<file path="src/rtl/cpu_pkg.sv">
// Shared definitions for the multiply/divide execution unit.
//   WIDTH   : operand/result width, equal to the register file data width
//   AW      : destination register address width (16 registers)
//   CW      : iteration counter width
//   op_e    : operation encodings driven by the control unit
//   state_e : sequencing states of the multiply/divide FSM
package cpu_pkg;

  localparam int WIDTH = 18;
  localparam int AW    = 4;
  localparam int CW    = $clog2(WIDTH);

  typedef enum logic [1:0] {
    OP_MUL  = 2'b00,
    OP_MULH = 2'b01,
    OP_DIVU = 2'b10,
    OP_REMU = 2'b11
  } op_e;

  typedef enum logic [1:0] {
    S_IDLE = 2'b00,
    S_RUN  = 2'b01,
    S_WB   = 2'b10
  } state_e;

  // Bit 1 of the encoding separates the divide family from the multiply family.
  function automatic logic isDivide(op_e op);
    return op[1];
  endfunction

  // MULH and REMU take the upper register of the datapath; MUL and DIVU the lower.
  function automatic logic selectsHigh(op_e op);
    return op[0];
  endfunction

endpackage

</file>
<file path="src/rtl/muldiv_unit_if.sv">
// Issue/writeback bundle between the control unit, register file and the
// multiply/divide unit.
//   master : issue side (start, op, src_a, src_b, dest, abort) and
//            observer of busy/writeback
//   slave  : the execution unit itself
interface muldiv_unit_if;
  import cpu_pkg::*;

  logic             start;
  logic [1:0]       op;
  logic [WIDTH-1:0] src_a;
  logic [WIDTH-1:0] src_b;
  logic [AW-1:0]    dest;
  logic             abort;
  logic             busy;
  logic             wb_en;
  logic [AW-1:0]    wb_addr;
  logic [WIDTH-1:0] wb_data;
  logic             done;

  modport master (
    output start, op, src_a, src_b, dest, abort,
    input  busy, wb_en, wb_addr, wb_data, done
  );

  modport slave (
    input  start, op, src_a, src_b, dest, abort,
    output busy, wb_en, wb_addr, wb_data, done
  );

endinterface

</file>
<file path="src/rtl/muldiv_datapath.sv">
// Iterative datapath shared by multiply and divide.
//   i_init       : load operands (src_a into the low register, src_b as operand)
//   i_step       : perform one shift-add or restoring-divide iteration
//   i_isDiv      : select divide iteration instead of multiply
//   i_selHi      : result comes from the high register (MULH/REMU)
//   o_nextResult : selected result as it will be after the current step
// Multiply keeps {r_hi, r_lo} as the 2*WIDTH product, with the multiplier
// shifting out of r_lo. Divide keeps the partial remainder in r_hi and
// shifts quotient bits into r_lo as the dividend bits shift out.
module muldiv_datapath
  import cpu_pkg::*;
(
  input  logic             clk,
  input  logic             reset,
  input  logic             i_init,
  input  logic             i_step,
  input  logic             i_isDiv,
  input  logic             i_selHi,
  input  logic [WIDTH-1:0] i_srcA,
  input  logic [WIDTH-1:0] i_srcB,
  output logic [WIDTH-1:0] o_nextResult
);

  logic [WIDTH-1:0] r_hi;
  logic [WIDTH-1:0] r_lo;
  logic [WIDTH-1:0] r_opnd;

  logic [WIDTH:0]   w_sum;
  logic [WIDTH:0]   w_shifted;
  logic             w_fits;
  logic [WIDTH-1:0] w_diff;
  logic [WIDTH-1:0] w_nextHi;
  logic [WIDTH-1:0] w_nextLo;

  // One iteration of either algorithm. When the trial subtract fits, the
  // difference is below the divisor, so a WIDTH-bit subtract is exact.
  // A zero divisor always fits, which yields an all-ones quotient and
  // leaves the dividend in the remainder without any special casing.
  always_comb begin
    w_sum     = {1'b0, r_hi} + {1'b0, (r_lo[0] ? r_opnd : {WIDTH{1'b0}})};
    w_shifted = {r_hi, r_lo[WIDTH-1]};
    w_fits    = (w_shifted >= {1'b0, r_opnd});
    w_diff    = w_shifted[WIDTH-1:0] - r_opnd;
    if (i_isDiv) begin
      w_nextHi = w_fits ? w_diff : w_shifted[WIDTH-1:0];
      w_nextLo = {r_lo[WIDTH-2:0], w_fits};
    end else begin
      w_nextHi = w_sum[WIDTH:1];
      w_nextLo = {w_sum[0], r_lo[WIDTH-1:1]};
    end
    o_nextResult = i_selHi ? w_nextHi : w_nextLo;
  end

  // Operand and working registers.
  always_ff @(posedge clk or posedge reset) begin
    if (reset) begin
      r_hi   <= '0;
      r_lo   <= '0;
      r_opnd <= '0;
    end else if (i_init) begin
      r_hi   <= '0;
      r_lo   <= i_srcA;
      r_opnd <= i_srcB;
    end else if (i_step) begin
      r_hi   <= w_nextHi;
      r_lo   <= w_nextLo;
    end
  end

endmodule

</file>
<file path="src/rtl/muldiv_unit.sv">
// Multi-cycle unsigned multiply/divide unit between register file reads and
// the register file write port.
//   clk, reset : clock and asynchronous active-high reset
//   io_bus     : issue inputs (start, op, src_a, src_b, dest, abort) and
//                outputs (busy, wb_en, wb_addr, wb_data, done)
// An accepted start spends WIDTH cycles in RUN, then one WB cycle where the
// registered write strobe and done pulse are high.
module muldiv_unit
  import cpu_pkg::*;
(
  input  logic          clk,
  input  logic          reset,
  muldiv_unit_if.slave  io_bus
);

  state_e           r_state;
  state_e           w_nextState;
  logic [CW-1:0]    r_count;
  op_e              r_op;
  logic [AW-1:0]    r_dest;
  logic             r_wbEn;
  logic             r_done;
  logic [AW-1:0]    r_wbAddr;
  logic [WIDTH-1:0] r_wbData;
  logic             w_init;
  logic             w_step;
  logic             w_finish;
  logic [WIDTH-1:0] w_nextResult;

  muldiv_datapath u_datapath (
    .clk          (clk),
    .reset        (reset),
    .i_init       (w_init),
    .i_step       (w_step),
    .i_isDiv      (isDivide(r_op)),
    .i_selHi      (selectsHigh(r_op)),
    .i_srcA       (io_bus.src_a),
    .i_srcB       (io_bus.src_b),
    .o_nextResult (w_nextResult)
  );

  // State register.
  always_ff @(posedge clk or posedge reset) begin
    if (reset) r_state <= S_IDLE;
    else       r_state <= w_nextState;
  end

  // Next state and datapath control. Abort takes priority over start in
  // IDLE and cancels in RUN; in WB the strobe is already out, so it only
  // matters that we return to IDLE, which happens anyway.
  always_comb begin
    w_nextState = r_state;
    w_init      = 1'b0;
    w_step      = 1'b0;
    w_finish    = 1'b0;
    case (r_state)
      S_IDLE: begin
        if (io_bus.start && !io_bus.abort) begin
          w_init      = 1'b1;
          w_nextState = S_RUN;
        end
      end
      S_RUN: begin
        if (io_bus.abort) begin
          w_nextState = S_IDLE;
        end else begin
          w_step = 1'b1;
          if (r_count == CW'(WIDTH - 1)) begin
            w_finish    = 1'b1;
            w_nextState = S_WB;
          end
        end
      end
      S_WB:    w_nextState = S_IDLE;
      default: w_nextState = S_IDLE;
    endcase
  end

  // Issue bookkeeping and registered writeback. The result is captured from
  // the datapath's post-step value on the final iteration so it is ready in
  // the WB cycle; address/data hold between writes.
  always_ff @(posedge clk or posedge reset) begin
    if (reset) begin
      r_count  <= '0;
      r_op     <= OP_MUL;
      r_dest   <= '0;
      r_wbEn   <= 1'b0;
      r_done   <= 1'b0;
      r_wbAddr <= '0;
      r_wbData <= '0;
    end else begin
      if (w_init) begin
        r_op    <= op_e'(io_bus.op);
        r_dest  <= io_bus.dest;
        r_count <= '0;
      end else if (w_step) begin
        r_count <= r_count + CW'(1);
      end
      r_wbEn <= w_finish;
      r_done <= w_finish;
      if (w_finish) begin
        r_wbAddr <= r_dest;
        r_wbData <= w_nextResult;
      end
    end
  end

  assign io_bus.busy    = (r_state != S_IDLE);
  assign io_bus.wb_en   = r_wbEn;
  assign io_bus.done    = r_done;
  assign io_bus.wb_addr = r_wbAddr;
  assign io_bus.wb_data = r_wbData;

endmodule

</file>
<file path="src/flat_wrapper.sv">
// flat-port wrapper written by rule: the top's interface ports become plain ports
module muldiv_unit_flat import cpu_pkg::*;
  (clk, reset, io_bus_start, io_bus_op, io_bus_src_a, io_bus_src_b, io_bus_dest, io_bus_abort, io_bus_busy, io_bus_wb_en, io_bus_wb_addr, io_bus_wb_data, io_bus_done);
  muldiv_unit_if io_bus_i ();
  input  logic clk;
  input  logic reset;
  input wire logic [$bits(io_bus_i.start)-1:0] io_bus_start;
  input wire logic [$bits(io_bus_i.op)-1:0] io_bus_op;
  input wire logic [$bits(io_bus_i.src_a)-1:0] io_bus_src_a;
  input wire logic [$bits(io_bus_i.src_b)-1:0] io_bus_src_b;
  input wire logic [$bits(io_bus_i.dest)-1:0] io_bus_dest;
  input wire logic [$bits(io_bus_i.abort)-1:0] io_bus_abort;
  output wire logic [$bits(io_bus_i.busy)-1:0] io_bus_busy;
  output wire logic [$bits(io_bus_i.wb_en)-1:0] io_bus_wb_en;
  output wire logic [$bits(io_bus_i.wb_addr)-1:0] io_bus_wb_addr;
  output wire logic [$bits(io_bus_i.wb_data)-1:0] io_bus_wb_data;
  output wire logic [$bits(io_bus_i.done)-1:0] io_bus_done;
  assign io_bus_i.start = io_bus_start;
  assign io_bus_i.op = io_bus_op;
  assign io_bus_i.src_a = io_bus_src_a;
  assign io_bus_i.src_b = io_bus_src_b;
  assign io_bus_i.dest = io_bus_dest;
  assign io_bus_i.abort = io_bus_abort;
  assign io_bus_busy = io_bus_i.busy;
  assign io_bus_wb_en = io_bus_i.wb_en;
  assign io_bus_wb_addr = io_bus_i.wb_addr;
  assign io_bus_wb_data = io_bus_i.wb_data;
  assign io_bus_done = io_bus_i.done;
  muldiv_unit u_core (.clk(clk), .reset(reset), .io_bus(io_bus_i));
endmodule
</file>
<file path="config.mk">
export PLATFORM = sky130hd
export DESIGN_NAME = muldiv_unit_flat
export DESIGN_NICKNAME = d
export VERILOG_FILES = /design/src/rtl/cpu_pkg.sv /design/src/rtl/muldiv_unit_if.sv /design/src/rtl/muldiv_datapath.sv /design/src/rtl/muldiv_unit.sv /design/src/flat_wrapper.sv
export SDC_FILE = /design/constraint.sdc
export NUM_CORES = 1
export LEC_CHECK = 0
export CAP_MARGIN = 30
export CORE_MARGIN = 3
export CORE_UTILIZATION = 55
export CTS_CLUSTER_DIAMETER = 30
export DETAILED_ROUTE_END_ITERATION = 16
export DONT_BUFFER_PORTS = 1
export MAX_ROUTING_LAYER = met4
export PLACE_DENSITY = 0.75
export SLEW_MARGIN = 10
export SYNTH_ARGS = -nofsm -noshare
export SYNTH_HDL_FRONTEND = slang
export SYNTH_SLANG_ARGS = --single-unit
</file>
<file path="constraint.sdc">
create_clock -name clk -period 4.6 [get_ports clk]
set_input_delay 0.69 -clock clk [delete_from_list [all_inputs] [get_ports clk]]
set_output_delay 0.69 -clock clk [all_outputs]
set_load 0.01 [all_outputs]
</file>
==> results of run 1 <==
==> cell type report <==
cell class                      instances  area [um^2]  share of cell area
Multi-Input combinational cell        529         3590               0.560
Sequential cell                        90         2250               0.351
Tap cell                              136          170              0.0265
Inverter                               35          133              0.0207
Clock buffer                           10          128              0.0199
Timing Repair Buffer                    9         95.1              0.0148
Clock inverter                          6         47.5             0.00740
==> how the worst max path moves through the flow <==
stage	from	to	slack, ps	cells after the start
5_1_grt	u_core.u_datapath.r_lo[0]$_DFFE_PP0P_	u_core.io_bus.wb_data[17]$_DFFE_PP0P_	620	10
4_1_cts	u_core.u_datapath.r_lo[0]$_DFFE_PP0P_	u_core.io_bus.wb_data[17]$_DFFE_PP0P_	910	10
6_report	u_core.u_datapath.r_lo[0]$_DFFE_PP0P_	u_core.io_bus.wb_data[17]$_DFFE_PP0P_	820	10
3_3_place_gp	u_core.u_datapath.r_lo[0]$_DFFE_PP0P_	u_core.u_datapath.r_hi[17]$_DFFE_PP0P_	1230	10
3_5_place_dp	u_core.u_datapath.r_lo[0]$_DFFE_PP0P_	u_core.io_bus.wb_data[17]$_DFFE_PP0P_	920	10
2_1_floorplan	u_core.u_datapath.r_lo[0]$_DFFE_PP0P_	u_core.io_bus.wb_data[17]$_DFFE_PP0P_	1500	12
==> cells in the final DEF, fill, tap and decap left out, types with 5 or more instances in the layout <==
cell                         n
sky130_fd_sc_hd__o21a_1      7
sky130_fd_sc_hd__inv_1      34
sky130_fd_sc_hd__ha_1       38
sky130_fd_sc_hd__and3_1      6
sky130_fd_sc_hd__nand3b_1    5
sky130_fd_sc_hd__o31ai_1    13
sky130_fd_sc_hd__o21bai_1    5
sky130_fd_sc_hd__xnor2_1    13
sky130_fd_sc_hd__a21o_1     19
sky130_fd_sc_hd__buf_4       7
sky130_fd_sc_hd__nor2b_1     5
sky130_fd_sc_hd__a21oi_1    34
sky130_fd_sc_hd__nand3_1    13
sky130_fd_sc_hd__nor2_1     40
sky130_fd_sc_hd__dfrtp_1    89
sky130_fd_sc_hd__or3_1       5
sky130_fd_sc_hd__o21ai_0    55
sky130_fd_sc_hd__a31oi_1    14
sky130_fd_sc_hd__nand2_1   103
sky130_fd_sc_hd__clkbuf_8    9
sky130_fd_sc_hd__a22o_1      9
sky130_fd_sc_hd__xor2_1     12
sky130_fd_sc_hd__mux2i_1    28
sky130_fd_sc_hd__nor3_1      6
sky130_fd_sc_hd__and2_1     19
sky130_fd_sc_hd__a221o_1    17
==> routing by layer <==
metal,share of wire,track usage,vias up
met5,0,-,-
met4,0.041,0.123,0
met3,0.072,0.0560,43
met2,0.48,0.458,218
met1,0.41,0.356,2588
li1,-,-,2442
==> kinds of logic after synthesis <==
group,synth area share
AND/OR/NAND/NOR,0.173
AO/OA/AOI/OAI,0.234
flip-flops,0.369
buffers and inverters,0.0433
adder cells (fa/ha/maj),0.0845
multiplexers,0.0601
XOR/XNOR,0.0359
==> stage by stage <==
step                worst slack [ps]  instance area, um^2  std cells  power [mW]
global placement                1230                 6200        797        3.18
detailed placement               919                 6200        797        3.25
CTS                              914                 6380        813        3.77
floorplan                       1500                 6100        688        2.71
finish                           822                 6420        815        3.81
global route                     621                 6420        815        4.09
==> where the power goes <==
part	switching [mW]	internal [mW]	leakage [nW]	total, mW
clock	0.311	0.205	0.0934	0.515
sequential	0.220	0.949	1.17	1.17
combinational	1.26	0.863	1.80	2.12
==> flip-flops by register name, indices dropped and copies added, names as in the netlist <==
signal / count
u_core.io_bus.wb_addr: 4
u_core.io_bus.wb_data: 18
u_core.io_bus.wb_en: 1
u_core.r_count: 5
u_core.r_dest: 4
u_core.r_op: 2
u_core.r_state: 2
u_core.u_datapath.r_hi: 18
u_core.u_datapath.r_lo: 18
u_core.u_datapath.r_opnd: 18
==> critical path: cells and delay by family, from the launching register on <==
family	cells	cell delay, ps
compound gates	6	1930
flops	1	650
fa+ha+maj	2	630
simple gates	2	420
==> Yosys cell counts, types with 5 or more instances <==
| master | instances | area [um^2] |
|---|---|---|
| sky130_fd_sc_hd__nand2_1 | 103 | 387 |
| sky130_fd_sc_hd__xnor2_1 | 13 | 114 |
| sky130_fd_sc_hd__nor3_1 | 6 | 30.0 |
| sky130_fd_sc_hd__o31ai_1 | 13 | 97.6 |
| sky130_fd_sc_hd__inv_1 | 35 | 131 |
| sky130_fd_sc_hd__nand3_1 | 13 | 65.1 |
| sky130_fd_sc_hd__mux2i_1 | 28 | 280 |
| sky130_fd_sc_hd__ha_1 | 38 | 475 |
| sky130_fd_sc_hd__a21o_1 | 19 | 143 |
| sky130_fd_sc_hd__nor2_1 | 41 | 154 |
| sky130_fd_sc_hd__xor2_1 | 12 | 105 |
| sky130_fd_sc_hd__nor2b_1 | 5 | 31.3 |
| sky130_fd_sc_hd__or3_1 | 5 | 31.3 |
| sky130_fd_sc_hd__and3_1 | 6 | 37.5 |
| sky130_fd_sc_hd__nand3b_1 | 5 | 37.5 |
| sky130_fd_sc_hd__a221o_1 | 17 | 170 |
| sky130_fd_sc_hd__o21bai_1 | 5 | 37.5 |
| sky130_fd_sc_hd__clkbuf_1 | 28 | 105 |
| sky130_fd_sc_hd__o21ai_0 | 55 | 275 |
| sky130_fd_sc_hd__and2_1 | 19 | 119 |
| sky130_fd_sc_hd__a22o_1 | 9 | 78.8 |
| sky130_fd_sc_hd__dfrtp_1 | 90 | 2250 |
| sky130_fd_sc_hd__o21a_1 | 7 | 52.6 |
| sky130_fd_sc_hd__a31oi_1 | 14 | 87.6 |
| sky130_fd_sc_hd__a21oi_1 | 34 | 170 |
==> metrics.txt, run 1 <==
# TYPE chip_impl_metric gauge
chip_impl_metric{name="clock_latency",unit="ps"} 380
chip_impl_metric{name="syn_area",unit="um^2"} 6100
chip_impl_metric{name="layout.filler_cells",unit=""} 897
chip_impl_metric{name="ys_types",unit=""} 67
chip_impl_metric{name="clock-sinks",unit=""} 90
chip_impl_metric{name="r2r.worst_path.cells",unit=""} 10
chip_impl_info{name="worst_r2r_startpoint",value="u_core.u_datapath.r_lo[0]$_DFFE_PP0P_"} 1
chip_impl_info{name="setup.worst_path.start_class",value="flop"} 1
chip_impl_metric{name="final_min_period_over_clock_period",unit=""} 0.821
chip_impl_info{name="clock_tree.root_cell",value="sky130_fd_sc_hd__clkbuf_8"} 1
chip_impl_metric{name="numPortBuffers",unit=""} 0
chip_impl_metric{name="synth_enable_flop_cells",unit=""} 0
chip_impl_metric{name="maxClockFrequency",unit="MHz"} 265
chip_impl_metric{name="remaining_overflow_grt",unit=""} 0
chip_impl_info{name="ys_dominant_reg_cell",value="sky130_fd_sc_hd__dfrtp_1"} 1
chip_impl_metric{name="routed-via-count",unit=""} 5291
chip_impl_metric{name="worst-endpoint-arrival",unit="ps"} 4010
chip_impl_info{name="crit_end_category",value="flop"} 1
chip_impl_metric{name="worst-path-max-fanout",unit=""} 20
chip_impl_metric{name="drv.max_cap_violation_count",unit=""} 0
chip_impl_metric{name="grt_first_pass_wirelength",unit="mm"} 28.0
chip_impl_metric{name="synth.ff_latch_count",unit=""} 90
chip_impl_metric{name="min_period",unit="ps"} 3780
chip_impl_metric{name="mappedNetlistNets",unit=""} 774
chip_impl_metric{name="timing.reg2reg.setup_slack",unit="ps"} 820
chip_impl_metric{name="synthesis.instances",unit=""} 688
chip_impl_metric{name="antenna_violations_before_repair",unit=""} 0
chip_impl_metric{name="maxSlewViolCount",unit=""} 0
chip_impl_metric{name="fin_tns_setup",unit="ps"} 0
chip_impl_metric{name="fin_nets",unit=""} 760
chip_impl_metric{name="synth_sequential_area_ratio",unit=""} 0.369
chip_impl_metric{name="antenna_cells",unit=""} 0
chip_impl_metric{name="p_leak",unit="nW"} 3.07
chip_impl_info{name="hold_path.class",value="primary input to async pin"} 1
chip_impl_info{name="cts_tree",value="built"} 1
chip_impl_metric{name="wirelength_routed",unit="mm"} 16.8
chip_impl_metric{name="drive_above_1_share",unit=""} 0.0677
chip_impl_metric{name="grt_max_degree",unit=""} 65
chip_impl_metric{name="die-width",unit="um"} 111
chip_impl_metric{name="synth.yosys.warnings",unit=""} 0
chip_impl_metric{name="vias_per_cell",unit=""} 6.49
chip_impl_metric{name="holdWs",unit="ps"} 50.4
chip_impl_metric{name="mean_post_synth_cell_area",unit="um^2"} 8.87
chip_impl_metric{name="final_hold_viol_count",unit=""} 0
chip_impl_metric{name="antenna_left",unit=""} 0
chip_impl_metric{name="globalRouteTotalUtil",unit=""} 0.286
chip_impl_metric{name="postCtsHoldBufs",unit=""} 0
chip_impl_metric{name="drc",unit=""} 0
chip_impl_metric{name="vdd.ir_drop.worst",unit="mV"} 0.283
chip_impl_metric{name="die_area",unit="um^2"} 12400
chip_impl_metric{name="placement_rows",unit=""} 37
chip_impl_metric{name="1st_pass_router_iterations",unit=""} 5
chip_impl_metric{name="postCtsSetupRepairBufs",unit=""} 0
chip_impl_info{name="timing_worst_setup_path_type",value="flop to flop"} 1
chip_impl_metric{name="drt_iter0_drc",unit=""} 491
chip_impl_metric{name="worst_path_largest_cell_delay",unit="ps"} 700
chip_impl_metric{name="worst-endpoint-required",unit="ps"} 4830
chip_impl_info{name="outcome",value="finished clean"} 1
chip_impl_metric{name="pin_count",unit=""} 71
chip_impl_metric{name="final_core_utilization",unit=""} 0.608
chip_impl_metric{name="dp_hpwl",unit="mm"} 12.3
chip_impl_info{name="timing.rr.end",value="u_core.io_bus.wb_data[17]$_DFFE_PP0P_"} 1
chip_impl_info{name="slowest_stage",value="sky130_fd_sc_hd__a2111oi_0"} 1
chip_impl_metric{name="synth-async-reset-ratio",unit=""} 1.00
chip_impl_info{name="rsz0062_at_grt",value="false"} 1
chip_impl_metric{name="timing.slew.headroom",unit=""} 0.434
chip_impl_metric{name="clock_tree.buffer_depth",unit=""} 2
chip_impl_metric{name="gp_congestion",unit=""} 0.943
chip_impl_info{name="crit_path_cell_trace",value="and2_1, ha_1, fa_1, a211oi_1, o21bai_1, nand2_1, o221ai_1, a211o_1, a2111oi_0, o31ai_1"} 1
chip_impl_metric{name="cts_made_buffers",unit=""} 9
chip_impl_metric{name="grt_pass1_vias",unit=""} 5526
chip_impl_metric{name="detail_route.wl_per_cell",unit="um"} 20.7
chip_impl_metric{name="tightestPinTransition",unit="ps"} 846
chip_impl_metric{name="initial_core_util",unit=""} 0.578
chip_impl_metric{name="timing.clock.skew",unit="ps"} 9.89
chip_impl_metric{name="syn2layout_area_growth",unit="%"} 5.21
chip_impl_metric{name="path_clk_slew",unit="ps"} 100
chip_impl_metric{name="die-height",unit="um"} 111
chip_impl_metric{name="htree_num_levels",unit=""} 3
chip_impl_metric{name="cts_repair_resize_count",unit=""} 0
chip_impl_metric{name="power-per-cell-area",unit="nW/um^2"} 593
chip_impl_metric{name="core_area",unit="um^2"} 10600
chip_impl_metric{name="timing.final.setup_violations",unit=""} 0
Power figures use the tool's default switching activity.
==> run 2: changes to the inputs <==
--- a/config.mk
+++ b/config.mk
@@ -12,7 +12,7 @@
 export DETAILED_ROUTE_END_ITERATION = 16
 export DONT_BUFFER_PORTS = 1
 export MAX_ROUTING_LAYER = met4
-export PLACE_DENSITY = 0.75
+export PLACE_DENSITY = 0.78
 export SLEW_MARGIN = 10
 export SYNTH_ARGS = -nofsm -noshare
 export SYNTH_HDL_FRONTEND = slang
==> constraint.sdc (replaced) <==
create_clock -name clk -period 3.1 [get_ports clk]
set_input_delay 0.465 -clock clk [delete_from_list [all_inputs] [get_ports clk]]
set_output_delay 0.465 -clock clk [all_outputs]
set_load 0.01 [all_outputs]
==> run 2 against run 1 <==
The run now ends with setup timing left. Maximum frequency grew 20%. Clock-buffer cell count did not move. Core utilization grew 3.8 points. Via count up 1.9%. Clock power grew 58%. Final cell count is 4.0% higher. Routed wire length is 2.5% higher. Critical path type unchanged. Highest routed layer unchanged.
==> metrics.txt, run 2 (synthesis results as in run 1) <==
# TYPE chip_impl_metric gauge
chip_impl_info{name="cts_tree",value="built"} 1
chip_impl_metric{name="vias_per_cell",unit=""} 6.36
chip_impl_metric{name="final_hold_viol_count",unit=""} 0
chip_impl_info{name="timing_worst_setup_path_type",value="flop to flop"} 1
chip_impl_metric{name="htree_num_levels",unit=""} 3
chip_impl_info{name="layout.cells.most_common",value="sky130_fd_sc_hd__nand2_1"} 1
chip_impl_info{name="crit_end_category",value="flop"} 1
chip_impl_metric{name="core_area",unit="um^2"} 10600
chip_impl_metric{name="globalRouteTotalUtil",unit=""} 0.282
chip_impl_metric{name="power-per-cell-area",unit="nW/um^2"} 889
chip_impl_metric{name="fin_nets",unit=""} 793
chip_impl_metric{name="path_clk_slew",unit="ps"} 100
chip_impl_metric{name="syn2layout_area_growth",unit="%"} 11.8
chip_impl_metric{name="gp_congestion",unit=""} 1.01
chip_impl_info{name="hold_path.class",value="primary input to async pin"} 1
chip_impl_metric{name="drv.max_cap_violation_count",unit=""} 0
chip_impl_info{name="outcome",value="finished with violations"} 1
chip_impl_metric{name="antenna_left",unit=""} 0
chip_impl_metric{name="worst-path-max-fanout",unit=""} 4
chip_impl_metric{name="final_min_period_over_clock_period",unit=""} 1.01
chip_impl_metric{name="antenna_violations_before_repair",unit=""} 0
chip_impl_metric{name="remaining_overflow_grt",unit=""} 0
chip_impl_metric{name="1st_pass_router_iterations",unit=""} 5
chip_impl_metric{name="placement_rows",unit=""} 37
chip_impl_metric{name="min_period",unit="ps"} 3140
chip_impl_info{name="layout.cells.most_common_list",value="103 x sky130_fd_sc_hd__nand2_1, 88 x sky130_fd_sc_hd__dfrtp_1, 53 x sky130_fd_sc_hd__o21ai_0"} 1
chip_impl_metric{name="initial_core_util",unit=""} 0.578
chip_impl_metric{name="maxSlewViolCount",unit=""} 0
chip_impl_metric{name="timing.clock.skew",unit="ps"} 19.9
chip_impl_metric{name="power.sequential.fraction",unit=""} 0.283
chip_impl_metric{name="dp_hpwl",unit="mm"} 12.6
chip_impl_metric{name="cts_made_buffers",unit=""} 9
chip_impl_info{name="clock_tree.root_cell",value="sky130_fd_sc_hd__clkbuf_8"} 1
chip_impl_metric{name="share_clk_of_total_power",unit=""} 0.134
chip_impl_metric{name="vdd.ir_drop.worst",unit="mV"} 0.430
chip_impl_metric{name="drive_above_1_share",unit=""} 0.140
chip_impl_metric{name="timing.final.setup_violations",unit=""} 2
chip_impl_metric{name="pre_cts_slack",unit="ps"} 6.12
chip_impl_metric{name="grt_max_degree",unit=""} 65
chip_impl_metric{name="wirelength_routed",unit="mm"} 17.3
chip_impl_metric{name="clock-sinks",unit=""} 90
chip_impl_metric{name="die-height",unit="um"} 111
chip_impl_metric{name="numPortBuffers",unit=""} 0
chip_impl_metric{name="cell_internal_pwr",unit="mW"} 3.30
chip_impl_metric{name="die-width",unit="um"} 111
chip_impl_metric{name="holdWs",unit="ps"} 39.2
chip_impl_info{name="setup.worst_path.start_class",value="flop"} 1
chip_impl_metric{name="maxClockFrequency",unit="MHz"} 318
chip_impl_info{name="violated_checks",value="setup timing"} 1
chip_impl_metric{name="clock_tree.buffer_depth",unit=""} 2
chip_impl_metric{name="routed-via-count",unit=""} 5394
chip_impl_metric{name="drc",unit=""} 0
chip_impl_metric{name="pin_count",unit=""} 71
chip_impl_metric{name="drt_iter0_drc",unit=""} 522
chip_impl_metric{name="antenna_cells",unit=""} 0
chip_impl_metric{name="grt_pass1_vias",unit=""} 5288
chip_impl_metric{name="power.switching_fraction",unit=""} 0.455
chip_impl_metric{name="worst-endpoint-arrival",unit="ps"} 3430
chip_impl_info{name="rsz0062_at_grt",value="true"} 1
chip_impl_metric{name="grt_first_pass_wirelength",unit="mm"} 27.2
chip_impl_metric{name="tightestPinTransition",unit="ps"} 708
chip_impl_metric{name="detail_route.wl_per_cell",unit="um"} 20.3
chip_impl_metric{name="die_area",unit="um^2"} 12400
chip_impl_metric{name="layout_setup_ws",unit="ps"} -42.6
chip_impl_metric{name="p_leak",unit="nW"} 3.24
chip_impl_metric{name="worst-endpoint-required",unit="ps"} 3390
chip_impl_metric{name="timing.slew.headroom",unit=""} 0.527
chip_impl_metric{name="comb_power_share",unit=""} 0.583
chip_impl_metric{name="clock_latency",unit="ps"} 390
chip_impl_metric{name="switchingPower",unit="mW"} 2.76
## run 2: final timing paths
check / start / slack [ps] / depth (start not counted) / to
min in group clk: io_bus_dest[3] / 180 / 2 / u_core.r_dest[3]$_DFFE_PP0P_
worst min register to register: u_core.r_dest[0]$_DFFE_PP0P_ / 500 / 2 / u_core.io_bus.wb_addr[0]$_DFFE_PP0P_
worst max-delay path: u_core.u_datapath.r_hi[16]$_DFFE_PP0P_ / -40 / 9 / u_core.io_bus.wb_data[12]$_DFFE_PP0P_
worst max register to register: u_core.u_datapath.r_hi[16]$_DFFE_PP0P_ / -40 / 9 / u_core.io_bus.wb_data[12]$_DFFE_PP0P_
max in group asynchronous: reset / 2300 / 2 / u_core.r_op[1]$_DFFE_PP0P_
worst min-delay path: reset / 40 / 1 / u_core.io_bus.wb_data[0]$_DFFE_PP0P_
## run 2: per-layer routing
metal	track usage	up-vias	wire [um]
li1	-	2511	-
met1	0.348	2612	7030
met2	0.464	220	8480
met3	0.0500	51	1190
met4	0.105	0	558
met5	-	-	0
## run 2: final cells by class
cell class | count | area, um^2
fillers | 871 | 3730
multi-input cells | 529 | 3730
flip-flops and latches | 90 | 2250
repair buffers | 42 | 345
well taps | 136 | 170
clock buffers | 10 | 138
inverters | 35 | 133
clock inverters | 6 | 57.6
## run 2: what timing repair did
item,in CTS,in global routing
pin swaps,0,7
setup buffers,0,6
setup endpoints to repair,2,15
gates resized for setup,1,25
hold buffers,0,0
## run 2: power by group through the flow
stage          Sequential, mW  Combinational, mW  Clock [mW]
6_report                 1.72               3.54       0.813
5_1_grt                  1.74               3.88       0.872
4_1_cts                  1.71               3.30       0.819
3_5_place_dp             1.73               3.27           0
3_3_place_gp             1.72               3.18           0
2_1_floorplan            1.59               2.44           0
## run 2: per-stage QoR
| step | TNS, ps | util | power [mW] | std cells | instance area (um^2) |
|---|---|---|---|---|---|
| after floorplan | 0 | - | 4.03 | 688 | 6100 |
| after global routing | -249 | 0.647 | 6.49 | 848 | 6820 |
| after global placement | 0 | 0.608 | 4.90 | 825 | 6410 |
| after detailed placement | 0 | 0.610 | 5.00 | 826 | 6440 |
| after CTS | 0 | 0.629 | 5.82 | 842 | 6640 |
| final | -68.8 | 0.647 | 6.07 | 848 | 6820 |
## run 2: worst max-delay path, stage by stage, from the launching register on
cell and delay (ps):
sky130_fd_sc_hd__dfrtp_1 430, sky130_fd_sc_hd__ha_1 380, sky130_fd_sc_hd__nand4b_1 230, sky130_fd_sc_hd__nor4_1 440, sky130_fd_sc_hd__a21boi_0 220, sky130_fd_sc_hd__o21a_1 210, sky130_fd_sc_hd__o21ai_2 90, sky130_fd_sc_hd__mux2_4 330
sky130_fd_sc_hd__mux4_2 460, sky130_fd_sc_hd__mux2_4 270
==> run 3: changes to the inputs <==
--- a/config.mk
+++ b/config.mk
@@ -12,8 +12,8 @@
 export DETAILED_ROUTE_END_ITERATION = 16
 export DONT_BUFFER_PORTS = 1
 export MAX_ROUTING_LAYER = met4
-export PLACE_DENSITY = 0.78
-export SLEW_MARGIN = 10
+export PLACE_DENSITY = 0.75
+export SLEW_MARGIN = 20
 export SYNTH_ARGS = -nofsm -noshare
 export SYNTH_HDL_FRONTEND = slang
 export SYNTH_SLANG_ARGS = --single-unit
==> constraint.sdc (replaced) <==
create_clock -name clk -period 3.5 [get_ports clk]
set_input_delay 0.525 -clock clk [delete_from_list [all_inputs] [get_ports clk]]
set_output_delay 0.525 -clock clk [all_outputs]
set_load 0.01 [all_outputs]
==> run 3 against run 2 <==
The run now ends clean. Critical path depth grew 1. Sequential cell count did not move. Clock power is 7.0% lower. Design area down 4.9%. Register-to-register slack better by 190 ps. Maximum frequency decreased by 6.4%. Die area unchanged. Combinational power decreased by 20%. Final cell count fell by 3.3%. Largest power group unchanged.
==> metrics.txt, run 3 (synthesis results as in run 1) <==
# TYPE chip_impl_metric gauge
chip_impl_info{name="outcome",value="finished clean"} 1
chip_impl_metric{name="final_hold_viol_count",unit=""} 0
chip_impl_info{name="layout.cells.most_common",value="sky130_fd_sc_hd__nand2_1"} 1
chip_impl_metric{name="antenna_cells",unit=""} 0
chip_impl_metric{name="remaining_overflow_grt",unit=""} 0
chip_impl_metric{name="dp_hpwl",unit="mm"} 12.8
chip_impl_metric{name="initial_core_util",unit=""} 0.578
chip_impl_metric{name="final_design_area_no_fill",unit="um^2"} 6490
chip_impl_info{name="timing_worst_setup_path_type",value="flop to flop"} 1
chip_impl_metric{name="syn2layout_area_growth",unit="%"} 6.33
chip_impl_info{name="cp_top_family",value="compound AO/OA/AOI/OAI gates"} 1
chip_impl_metric{name="htree_num_levels",unit=""} 3
chip_impl_info{name="cts_tree",value="built"} 1
chip_impl_metric{name="1st_pass_router_iterations",unit=""} 5
chip_impl_metric{name="placement_rows",unit=""} 37
chip_impl_metric{name="drive_above_1_share",unit=""} 0.0760
chip_impl_metric{name="power-per-cell-area",unit="nW/um^2"} 789
chip_impl_metric{name="path_clk_slew",unit="ps"} 90
chip_impl_metric{name="power.sequential.fraction",unit=""} 0.299
chip_impl_metric{name="layout.filler_cells",unit=""} 904
chip_impl_metric{name="dpl-instance-area",unit="um^2"} 6270
chip_impl_metric{name="globalRouteTotalUtil",unit=""} 0.291
chip_impl_metric{name="final_min_period_over_clock_period",unit=""} 0.959
chip_impl_metric{name="pin_count",unit=""} 71
chip_impl_metric{name="die_area",unit="um^2"} 12400
chip_impl_info{name="rsz0062_at_grt",value="false"} 1
chip_impl_metric{name="clock_latency",unit="ps"} 380
chip_impl_metric{name="postCtsSetupRepairBufs",unit=""} 0
chip_impl_metric{name="routed-via-count",unit=""} 5280
chip_impl_metric{name="share_clk_of_total_power",unit=""} 0.148
chip_impl_metric{name="vias_per_cell",unit=""} 6.44
chip_impl_metric{name="worst_path_largest_cell_delay",unit="ps"} 550
chip_impl_metric{name="worst-endpoint-required",unit="ps"} 3770
chip_impl_metric{name="numPortBuffers",unit=""} 0
chip_impl_metric{name="comb_power_share",unit=""} 0.554
chip_impl_metric{name="wirelength_routed",unit="mm"} 17.3
chip_impl_metric{name="gp_congestion",unit=""} 0.947
chip_impl_metric{name="clock_tree.buffer_depth",unit=""} 2
chip_impl_info{name="layout.cells.most_common_list",value="103 x sky130_fd_sc_hd__nand2_1, 89 x sky130_fd_sc_hd__dfrtp_1, 55 x sky130_fd_sc_hd__o21ai_0"} 1
chip_impl_metric{name="maxSlewViolCount",unit=""} 0
chip_impl_metric{name="vdd.ir_drop.worst",unit="mV"} 0.533
chip_impl_metric{name="antenna_violations_before_repair",unit=""} 0
chip_impl_metric{name="grt_max_degree",unit=""} 42
chip_impl_metric{name="fin_tns_setup",unit="ps"} 0
chip_impl_metric{name="ff_latch_area",unit="um^2"} 2250
chip_impl_metric{name="multi_input_gate_area",unit="um^2"} 3610
chip_impl_metric{name="switchingPower",unit="mW"} 2.39
chip_impl_metric{name="timing.slew.headroom",unit=""} 0.375
chip_impl_metric{name="tightestPinTransition",unit="ps"} 938
chip_impl_metric{name="antenna_left",unit=""} 0
chip_impl_metric{name="drv.max_cap_violation_count",unit=""} 0
chip_impl_info{name="setup.worst_path.start_class",value="flop"} 1
chip_impl_metric{name="timing.clock.skew",unit="ps"} 13.9
chip_impl_metric{name="detail_route.wl_per_cell",unit="um"} 21.1
chip_impl_metric{name="grt_first_pass_wirelength",unit="mm"} 28.1
chip_impl_metric{name="grt_pass1_vias",unit=""} 5357
chip_impl_info{name="clock_tree.root_cell",value="sky130_fd_sc_hd__clkbuf_8"} 1
chip_impl_metric{name="power.switching_fraction",unit=""} 0.466
chip_impl_metric{name="worst-endpoint-arrival",unit="ps"} 3630
chip_impl_metric{name="worst-path-max-fanout",unit=""} 13
chip_impl_metric{name="cell_internal_pwr",unit="mW"} 2.73
chip_impl_info{name="crit_path_cell_trace",value="and2_1, ha_1, and3_1, a221oi_2, o21ba_2, o211ai_1, a31oi_1, xnor2_1, mux4_2, mux2_4"} 1
chip_impl_metric{name="die-width",unit="um"} 111
chip_impl_metric{name="min_period",unit="ps"} 3360
chip_impl_metric{name="die-height",unit="um"} 111
chip_impl_metric{name="holdWs",unit="ps"} 250
chip_impl_metric{name="core_area",unit="um^2"} 10600
chip_impl_metric{name="drt_iter0_drc",unit=""} 466
chip_impl_metric{name="cts_made_buffers",unit=""} 9
chip_impl_metric{name="clock-sinks",unit=""} 90
chip_impl_metric{name="drc",unit=""} 0
chip_impl_info{name="slowest_stage",value="sky130_fd_sc_hd__dfrtp_1"} 1
chip_impl_metric{name="timing.final.setup_violations",unit=""} 0
chip_impl_metric{name="maxClockFrequency",unit="MHz"} 298
chip_impl_metric{name="power.total",unit="mW"} 5.12
chip_impl_info{name="hold_path.class",value="primary input to flop"} 1
chip_impl_metric{name="p_leak",unit="nW"} 3.10
chip_impl_metric{name="final_core_utilization",unit=""} 0.615
chip_impl_info{name="crit_end_category",value="flop"} 1
chip_impl_metric{name="worst-path-buf-inv",unit=""} 0
chip_impl_metric{name="fin_nets",unit=""} 765
run 3: worst register-to-register path: stages (launching register included):
cell and delay (ps):
sky130_fd_sc_hd__dfrtp_1 550, sky130_fd_sc_hd__and2_1 220, sky130_fd_sc_hd__ha_1 340, sky130_fd_sc_hd__and3_1 240, sky130_fd_sc_hd__a221oi_2 340, sky130_fd_sc_hd__o21ba_2 230
sky130_fd_sc_hd__o211ai_1 150, sky130_fd_sc_hd__a31oi_1 320, sky130_fd_sc_hd__xnor2_1 130, sky130_fd_sc_hd__mux4_2 450, sky130_fd_sc_hd__mux2_4 270
run 3: worst paths after layout:
kind                                                              end  cells after the start                                  start  slack, ps
max in group asynchronous       u_core.io_bus.wb_data[10]$_DFFE_PP0P_                      3                                  reset       2090
worst min register to register   u_core.io_bus.wb_addr[0]$_DFFE_PP0P_                      2           u_core.r_dest[0]$_DFFE_PP0P_        470
worst max-delay path            u_core.io_bus.wb_data[12]$_DFFE_PP0P_                     10  u_core.u_datapath.r_lo[0]$_DFFE_PP0P_        140
worst min-delay path                     u_core.r_dest[1]$_DFFE_PP0P_                      2                         io_bus_dest[1]        250
worst max register to register  u_core.io_bus.wb_data[12]$_DFFE_PP0P_                     10  u_core.u_datapath.r_lo[0]$_DFFE_PP0P_        140
min in group asynchronous        u_core.io_bus.wb_data[3]$_DFFE_PP0P_                      2                                  reset        560
run 3: power groups by stage:
stage | Clock [mW] | Combinational, mW | Sequential, mW
global placement | 0 | 2.69 | 1.53
global route | 0.803 | 3.09 | 1.56
finish | 0.756 | 2.83 | 1.53
CTS | 0.765 | 2.78 | 1.52
detailed placement | 0 | 2.76 | 1.54
floorplan | 0 | 2.16 | 1.41
run 3: layout make-up:
type / instances / area share
Tap cell: 136 / 0.0262
Timing Repair Buffer: 14 / 0.0197
Inverter: 35 / 0.0204
Clock inverter: 7 / 0.0118
Clock buffer: 9 / 0.0191
Multi-Input combinational cell: 529 / 0.556
Sequential cell: 90 / 0.347
run 3: per-layer routing:
metal	GRT usage	wire [um]	vias up	part of all wire
li1	-	-	2443	-
met1	0.382	7470	2591	0.43
met2	0.450	8090	211	0.47
met3	0.0435	1110	35	0.064
met4	0.124	653	0	0.038
met5	-	0	-	0
run 3: metrics by stage:
step	setup slack (ps)	cells
floorplan	397	688
global placement	175	802
detailed placement	56.4	803
CTS	59.8	820
global route	17.5	820
finish	143	820
run 3: repair_timing:
item                                    4_1_cts  5_1_grt
hold buffers                                  1        0
endpoints found under the hold margin        20        0
resized for setup                             0        2
endpoints found under the setup margin        0        2
